===== src/rtl/kmap_pkg.sv =====
// Shared constants and FSM state encoding for the Karnaugh-map sweep controller.
package kmap_pkg;

  localparam int KMAP_INPUTS  = 4;
  localparam int KMAP_ENTRIES = 16;
  // Holds 0..16, so one bit wider than the index.
  localparam int FAIL_W       = 5;

  typedef enum logic [1:0] {
    ST_IDLE,
    ST_SETTLE,
    ST_SAMPLE,
    ST_DONE
  } state_t;

endpackage


===== src/rtl/kmap_sweep_ctrl.sv =====
// Walks kmap_x through all 16 input codes, waits SETTLE_CYCLES per code, samples
// kmap_f into truth_table and compares it against a golden table latched at start.
module kmap_sweep_ctrl
  import kmap_pkg::*;
#(
  parameter int unsigned SETTLE_CYCLES = 1
) (
  input  logic                    clk,
  input  logic                    rst_n,
  input  logic                    start,
  input  logic                    abort,
  input  logic [KMAP_ENTRIES-1:0] expected,
  output logic [KMAP_INPUTS-1:0]  kmap_x,
  input  logic                    kmap_f,
  output logic                    busy,
  output logic                    done,
  output logic                    pass,
  output logic [KMAP_ENTRIES-1:0] truth_table,
  output logic [FAIL_W-1:0]       fail_count,
  output logic [KMAP_INPUTS-1:0]  first_fail_idx
);

  localparam logic [3:0]             SETTLE_LOAD = SETTLE_CYCLES[3:0];
  localparam logic [3:0]             SETTLE_LAST = 4'd1;
  localparam logic [KMAP_INPUTS-1:0] X_ONE       = 1;
  localparam logic [KMAP_INPUTS-1:0] X_LAST      = '1;
  localparam logic [FAIL_W-1:0]      FAIL_ONE    = 1;

  state_t                    state;
  logic [KMAP_ENTRIES-1:0]   exp_lat;
  logic [3:0]                settle_cnt;

  // Handshake: start is a request sampled only in IDLE while done is low;
  // done is a one-cycle completion pulse, and busy covers SETTLE..DONE.
  // kmap_x doubles as the sweep index, so the two can never disagree.
  always_ff @(posedge clk or negedge rst_n) begin
    if (!rst_n) begin
      state          <= ST_IDLE;
      exp_lat        <= '0;
      settle_cnt     <= '0;
      kmap_x         <= '0;
      busy           <= 1'b0;
      done           <= 1'b0;
      pass           <= 1'b0;
      truth_table    <= '0;
      fail_count     <= '0;
      first_fail_idx <= '0;
    end else begin
      done <= 1'b0;
      case (state)
        ST_IDLE: begin
          if (start && !done) begin
            state          <= ST_SETTLE;
            exp_lat        <= expected;
            settle_cnt     <= SETTLE_LOAD;
            kmap_x         <= '0;
            busy           <= 1'b1;
            pass           <= 1'b0;
            truth_table    <= '0;
            fail_count     <= '0;
            first_fail_idx <= '0;
          end
        end

        ST_SETTLE: begin
          if (abort) begin
            state <= ST_IDLE;
            busy  <= 1'b0;
            pass  <= 1'b0;
          end else begin
            settle_cnt <= settle_cnt - SETTLE_LAST;
            if (settle_cnt == SETTLE_LAST) begin
              state <= ST_SAMPLE;
            end
          end
        end

        ST_SAMPLE: begin
          if (abort) begin
            state <= ST_IDLE;
            busy  <= 1'b0;
            pass  <= 1'b0;
          end else begin
            truth_table[kmap_x] <= kmap_f;
            if (kmap_f != exp_lat[kmap_x]) begin
              fail_count <= fail_count + FAIL_ONE;
              if (fail_count == '0) begin
                first_fail_idx <= kmap_x;
              end
            end
            if (kmap_x == X_LAST) begin
              state <= ST_DONE;
            end else begin
              kmap_x     <= kmap_x + X_ONE;
              settle_cnt <= SETTLE_LOAD;
              state      <= ST_SETTLE;
            end
          end
        end

        ST_DONE: begin
          // fail_count already includes the index-15 sample written on entry.
          done  <= 1'b1;
          pass  <= (fail_count == '0);
          busy  <= 1'b0;
          state <= ST_IDLE;
        end

        default: begin
          state <= ST_IDLE;
          busy  <= 1'b0;
        end
      endcase
    end
  end

endmodule


===== config.mk =====
export PLATFORM = sky130hd
export DESIGN_NAME = kmap_sweep_ctrl
export DESIGN_NICKNAME = d
export VERILOG_FILES = /design/src/rtl/kmap_pkg.sv /design/src/rtl/kmap_sweep_ctrl.sv
export SDC_FILE = /design/constraint.sdc
export NUM_CORES = 1
export LEC_CHECK = 0
export CAP_MARGIN = 20
export CORE_UTILIZATION = 35
export CTS_BUF_LIST = sky130_fd_sc_hd__clkbuf_4
export CTS_CLUSTER_SIZE = 30
export DETAILED_ROUTE_END_ITERATION = 10
export GPL_TIMING_DRIVEN = 0
export PLACE_DENSITY_LB_ADDON = 0.05
export SYNTH_ARGS = -nofsm -noshare
export SYNTH_HDL_FRONTEND = slang
export SYNTH_SLANG_ARGS = --single-unit

===== constraint.sdc =====
create_clock -name clk -period 2.47 [get_ports clk]
set_clock_uncertainty 0.2 [all_clocks]
set_input_delay 0.494 -clock clk [delete_from_list [all_inputs] [get_ports clk]]
set_output_delay 0.494 -clock clk [all_outputs]
set_load 0.1 [all_outputs]

==> metrics.log <==
[metrics] worst rel slew slack: 36.07%
[metrics] clk root buf: sky130_fd_sc_hd__clkbuf_4
[metrics] post-synthesis to final-layout area growth: 28.10%
[metrics] routed wire length: 6.641 mm
[metrics] Crit. End Element: register
[metrics] pins over their slew limit: 0
[metrics] library cells used by synthesis: 31
[metrics] 1st-pass router iterations: 4
[metrics] final count of negative-setup-slack endpoints: 1
[metrics] remaining design rule violation count: 0
[metrics] clock transition time at the flip-flop clock pins of the worst setup and hold paths: about 0.16 ns
[metrics] Std-Cell Rows: 32
[metrics] first-pass GRT wire length: between 10 and 15 mm
[metrics] Worst Hold Path Cells: 1
[metrics] Vias per Instance: ~5.2
[metrics] Antenna Nets Post-Route: 0
[metrics] Reg2Reg Depth: 5
[metrics] total clock buffers created by CTS: 5
[metrics] number of I/O pins: 53
[metrics] final clock period utilization by the worst path: 100.2%
[metrics] starting utilization of the core area: a little over a third
[metrics] Setup CP Type: reg2reg
[metrics] number of DRC markers in iteration 0: slightly above 70
[metrics] aggregate negative setup slack: -0.004322 ns
[metrics] run status: finished with violations
[metrics] post-layout minimum cycle time: ~2.5 ns
[metrics] number of maximum-capacitance violations: 0
[metrics] total of warnings raised by yosys: 0
[metrics] x dimension of the die: about 92 µm
[metrics] H-tree depth: 2
[metrics] R2R setup slack: -0.004 ns
[metrics] Layout Utilization: a little under half
[metrics] number of enable flip-flop cells after synthesis: 0
[metrics] vias post-DR: about 2200
[metrics] routability cong.: ~0.76
[metrics] RSZ-0062 raised after global routing: true
[metrics] final total power: approximately 3500 µW
[metrics] maximum number of pins on one net before global-route repair: 29
[metrics] CTS tree: built
[metrics] terminus of the critical flop-to-flop path: fail_count[3]$_DFFE_PN0P_
[metrics] clock sinks: 54
[metrics] clock tree buffer depth: 2
[metrics] total die area: about 8400 µm²
[metrics] Placed Cells: 420
[metrics] start point of the worst hold path: truth_table[3]$_DFFE_PN0P_
[metrics] Hold Path Sink: truth_table[3]$_DFFE_PN0P_
[metrics] final setup margin: -0.004322 ns
[metrics] Leakage Power: 0.001658 µW
[metrics] area of the core: between 7000 and 8000 µm²
[metrics] via count of the first global-routing pass: 2225
[metrics] asr flop ratio synth: 100.0%
[metrics] Avg Cell Area, Syn: 10.64 µm²
[metrics] Post-Syn Instances: 265
[metrics] FF+latch count, synth: 54
[metrics] fraction of layout cells with a size suffix above 1: 18.54%
[metrics] crit path launch type: register
[metrics] antenna violations before repair: 0
[metrics] power density cells: a little under 1000 nW/µm²
[metrics] reg-to-reg startpoint: kmap_x[2]$_DFFE_PN0P_
[metrics] total gr overflow: 0
[metrics] Least-Margin Pin Slew: between 0.9 and 1 ns
[metrics] HPWL after detailed placement: 4.838 mm
[metrics] Setup Slack @ Placement: -0.7190 ns
[metrics] failing checks: setup timing
[metrics] Worst Path Required: around 2.6 ns
[metrics] Final Non-Filler Cells: roughly 430
[metrics] leading register cell type out of synthesis: sky130_fd_sc_hd__dfrtp_1
[metrics] net count of the mapped netlist: 298
[metrics] maximum fanout encountered on the critical timing path: 10
[metrics] worst min-delay path class: reg2reg
[metrics] final-layout fill cell count: ~790
[metrics] count of endpoints failing hold in the final timing report: 0
[metrics] GR Util All Layers: between 15 and 20%
[metrics] number of nets in the finished design: roughly 360
[metrics] area of the mapped netlist: ~2800 µm²
[metrics] die height: a little over 90 µm
[metrics] highest clock frequency the design can meet: ~400 MHz
[metrics] arrival time worst endpoint: about 2.6 ns
[metrics] sequential fraction of the synthesis area: a little under half
[metrics] Peak VDD IR: 0.0005338 V
[metrics] antenna diode count: 0
[metrics] Skew-Pair Late Insertion Delay: 0.38 ns
[metrics] post-detailed-route wirelength per cell: 15.41 µm
[metrics] number of I/O port buffers: between 50 and 60
## worst max-delay path by stage
stage,slack (ns),cells past startpoint,from,endpoint
finish,-0.004,5,kmap_x[2]$_DFFE_PN0P_,fail_count[3]$_DFFE_PN0P_
global route,-0.11,7,state[0]$_DFFE_PN0P_,truth_table[0]$_DFFE_PN0P_
CTS,-0.07,6,kmap_x[2]$_DFFE_PN0P_,fail_count[3]$_DFFE_PN0P_
detailed placement,-0.72,6,start,fail_count[1]$_DFFE_PN0P_
global placement,-1.49,1,rst_n,kmap_x[2]$_DFFE_PN0P_
floorplan,-0.11,6,kmap_x[2]$_DFFE_PN0P_,fail_count[4]$_DFFE_PN0P_
## worst max-delay path: stages (launching register included)
cell                      delay [ns]
sky130_fd_sc_hd__dfrtp_4        0.60
sky130_fd_sc_hd__mux2_4         0.33
sky130_fd_sc_hd__mux4_2         0.52
sky130_fd_sc_hd__mux2_4         0.37
sky130_fd_sc_hd__nor3_4         0.20
sky130_fd_sc_hd__mux2i_1        0.19
## where the power goes
group          internal, µW  switching [µW]  leakage [µW]
Clock                   120             286     0.0000354
Sequential             1110             149      0.000704
Combinational           732            1110      0.000918
Total                  1960            1550       0.00166
## stage by stage
step	area, µm²	hold WS (ns)
floorplan	2833	-0.001591
global placement	3481	0.2854
detailed placement	3496	0.2888
CTS	3593	0.3250
global route	3611	0.3374
finish	3611	0.3224
## layout make-up
type,count,area [µm²],area share [%]
tap,102,127.6,3.534
inverter,13,48.80,1.351
sequential,54,1358,37.60
multi-input combinational,184,1416,39.22
clock buffer,6,45.04,1.247
timing repair buffer,59,560.5,15.52
clock inverter,2,10.01,0.2772
buffer,11,45.04,1.247
## synth_stat cells, types with 7 or more instances
cell                       count  area, µm²
sky130_fd_sc_hd__nor3_1        7      35.03
sky130_fd_sc_hd__a21oi_1       8      40.04
sky130_fd_sc_hd__o21ai_0      11      55.05
sky130_fd_sc_hd__dfrtp_1      54       1351
sky130_fd_sc_hd__nand2b_1      8      50.05
sky130_fd_sc_hd__clkbuf_1     12      45.04
sky130_fd_sc_hd__inv_1        13      48.80
sky130_fd_sc_hd__ha_1         12      150.1
sky130_fd_sc_hd__nor2_1        9      33.78
sky130_fd_sc_hd__nand4_1       8      50.05
sky130_fd_sc_hd__nand2_1      40      150.1
sky130_fd_sc_hd__mux2i_1       9      90.09
sky130_fd_sc_hd__a32o_1       13      130.1
sky130_fd_sc_hd__mux2_2       16      180.2
## cell usage in the layout, fill, tap and decap left out, types with 4 or more instances in the layout
cell type / synthesis / final
sky130_fd_sc_hd__dfrtp_1: 54 / 51
sky130_fd_sc_hd__ha_1: 12 / 12
sky130_fd_sc_hd__clkbuf_1: 12 / 8
sky130_fd_sc_hd__nor3_1: 7 / 6
sky130_fd_sc_hd__mux2_2: 16 / 16
sky130_fd_sc_hd__a32o_1: 13 / 13
sky130_fd_sc_hd__nand4_1: 8 / 8
sky130_fd_sc_hd__o22ai_1: 6 / 6
sky130_fd_sc_hd__clkdlybuf4s50_1: 0 / 19
sky130_fd_sc_hd__clkbuf_4: 0 / 6
sky130_fd_sc_hd__nand2b_1: 8 / 8
sky130_fd_sc_hd__dlygate4sd2_1: 0 / 28
sky130_fd_sc_hd__buf_4: 0 / 5
sky130_fd_sc_hd__mux2_4: 6 / 9
sky130_fd_sc_hd__inv_1: 13 / 13
sky130_fd_sc_hd__nand3_1: 6 / 6
sky130_fd_sc_hd__o21ai_0: 11 / 11
sky130_fd_sc_hd__a21oi_1: 8 / 7
sky130_fd_sc_hd__a22o_1: 4 / 4
sky130_fd_sc_hd__mux2i_1: 9 / 5
sky130_fd_sc_hd__nor2_1: 9 / 9
sky130_fd_sc_hd__and3_1: 4 / 4
sky130_fd_sc_hd__nand2_1: 40 / 40
sky130_fd_sc_hd__mux2i_2: 0 / 4
## logic make-up (layout without fill, tap and decap cells)
| logic type | count (synthesis) | count (layout) | share of synthesized area [%] |
|---|---|---|---|
| simple gates | 89 | 89 | 15.27 |
| flops | 54 | 54 | 47.94 |
| buf+inv | 27 | 91 | 3.906 |
| fa+ha+maj | 12 | 12 | 5.326 |
| compound gates | 46 | 46 | 11.58 |
| mux | 37 | 37 | 15.98 |
## flip-flops by register name (all words and copies together) (netlist names)
register / count
busy: 1
done: 1
exp_lat: 16
fail_count: 5
first_fail_idx: 4
kmap_x: 4
pass: 1
settle_cnt: 4
state: 2
truth_table: 16
## per-layer routing
layer | track usage [%] | routed length [µm] | vias up
met1 | 24.52 | 3216 | 1093
met3 | 2.819 | 272 | 8
met2 | 27.07 | 3080 | 45
li1 | - | - | 1076
met5 | 0 | 0 | -
met4 | 4.688 | 72 | 0
## repair_timing
item | 4_1_cts | 5_1_grt
hold buffers | 1 | 0
setup buffers | 4 | 1
endpoints found under the hold margin | 27 | 0
endpoints found under the setup margin | 67 | 27
gates resized for setup | 47 | 7
pin swaps | 3 | 3
Note: power is estimated with default switching activity, not from simulation.
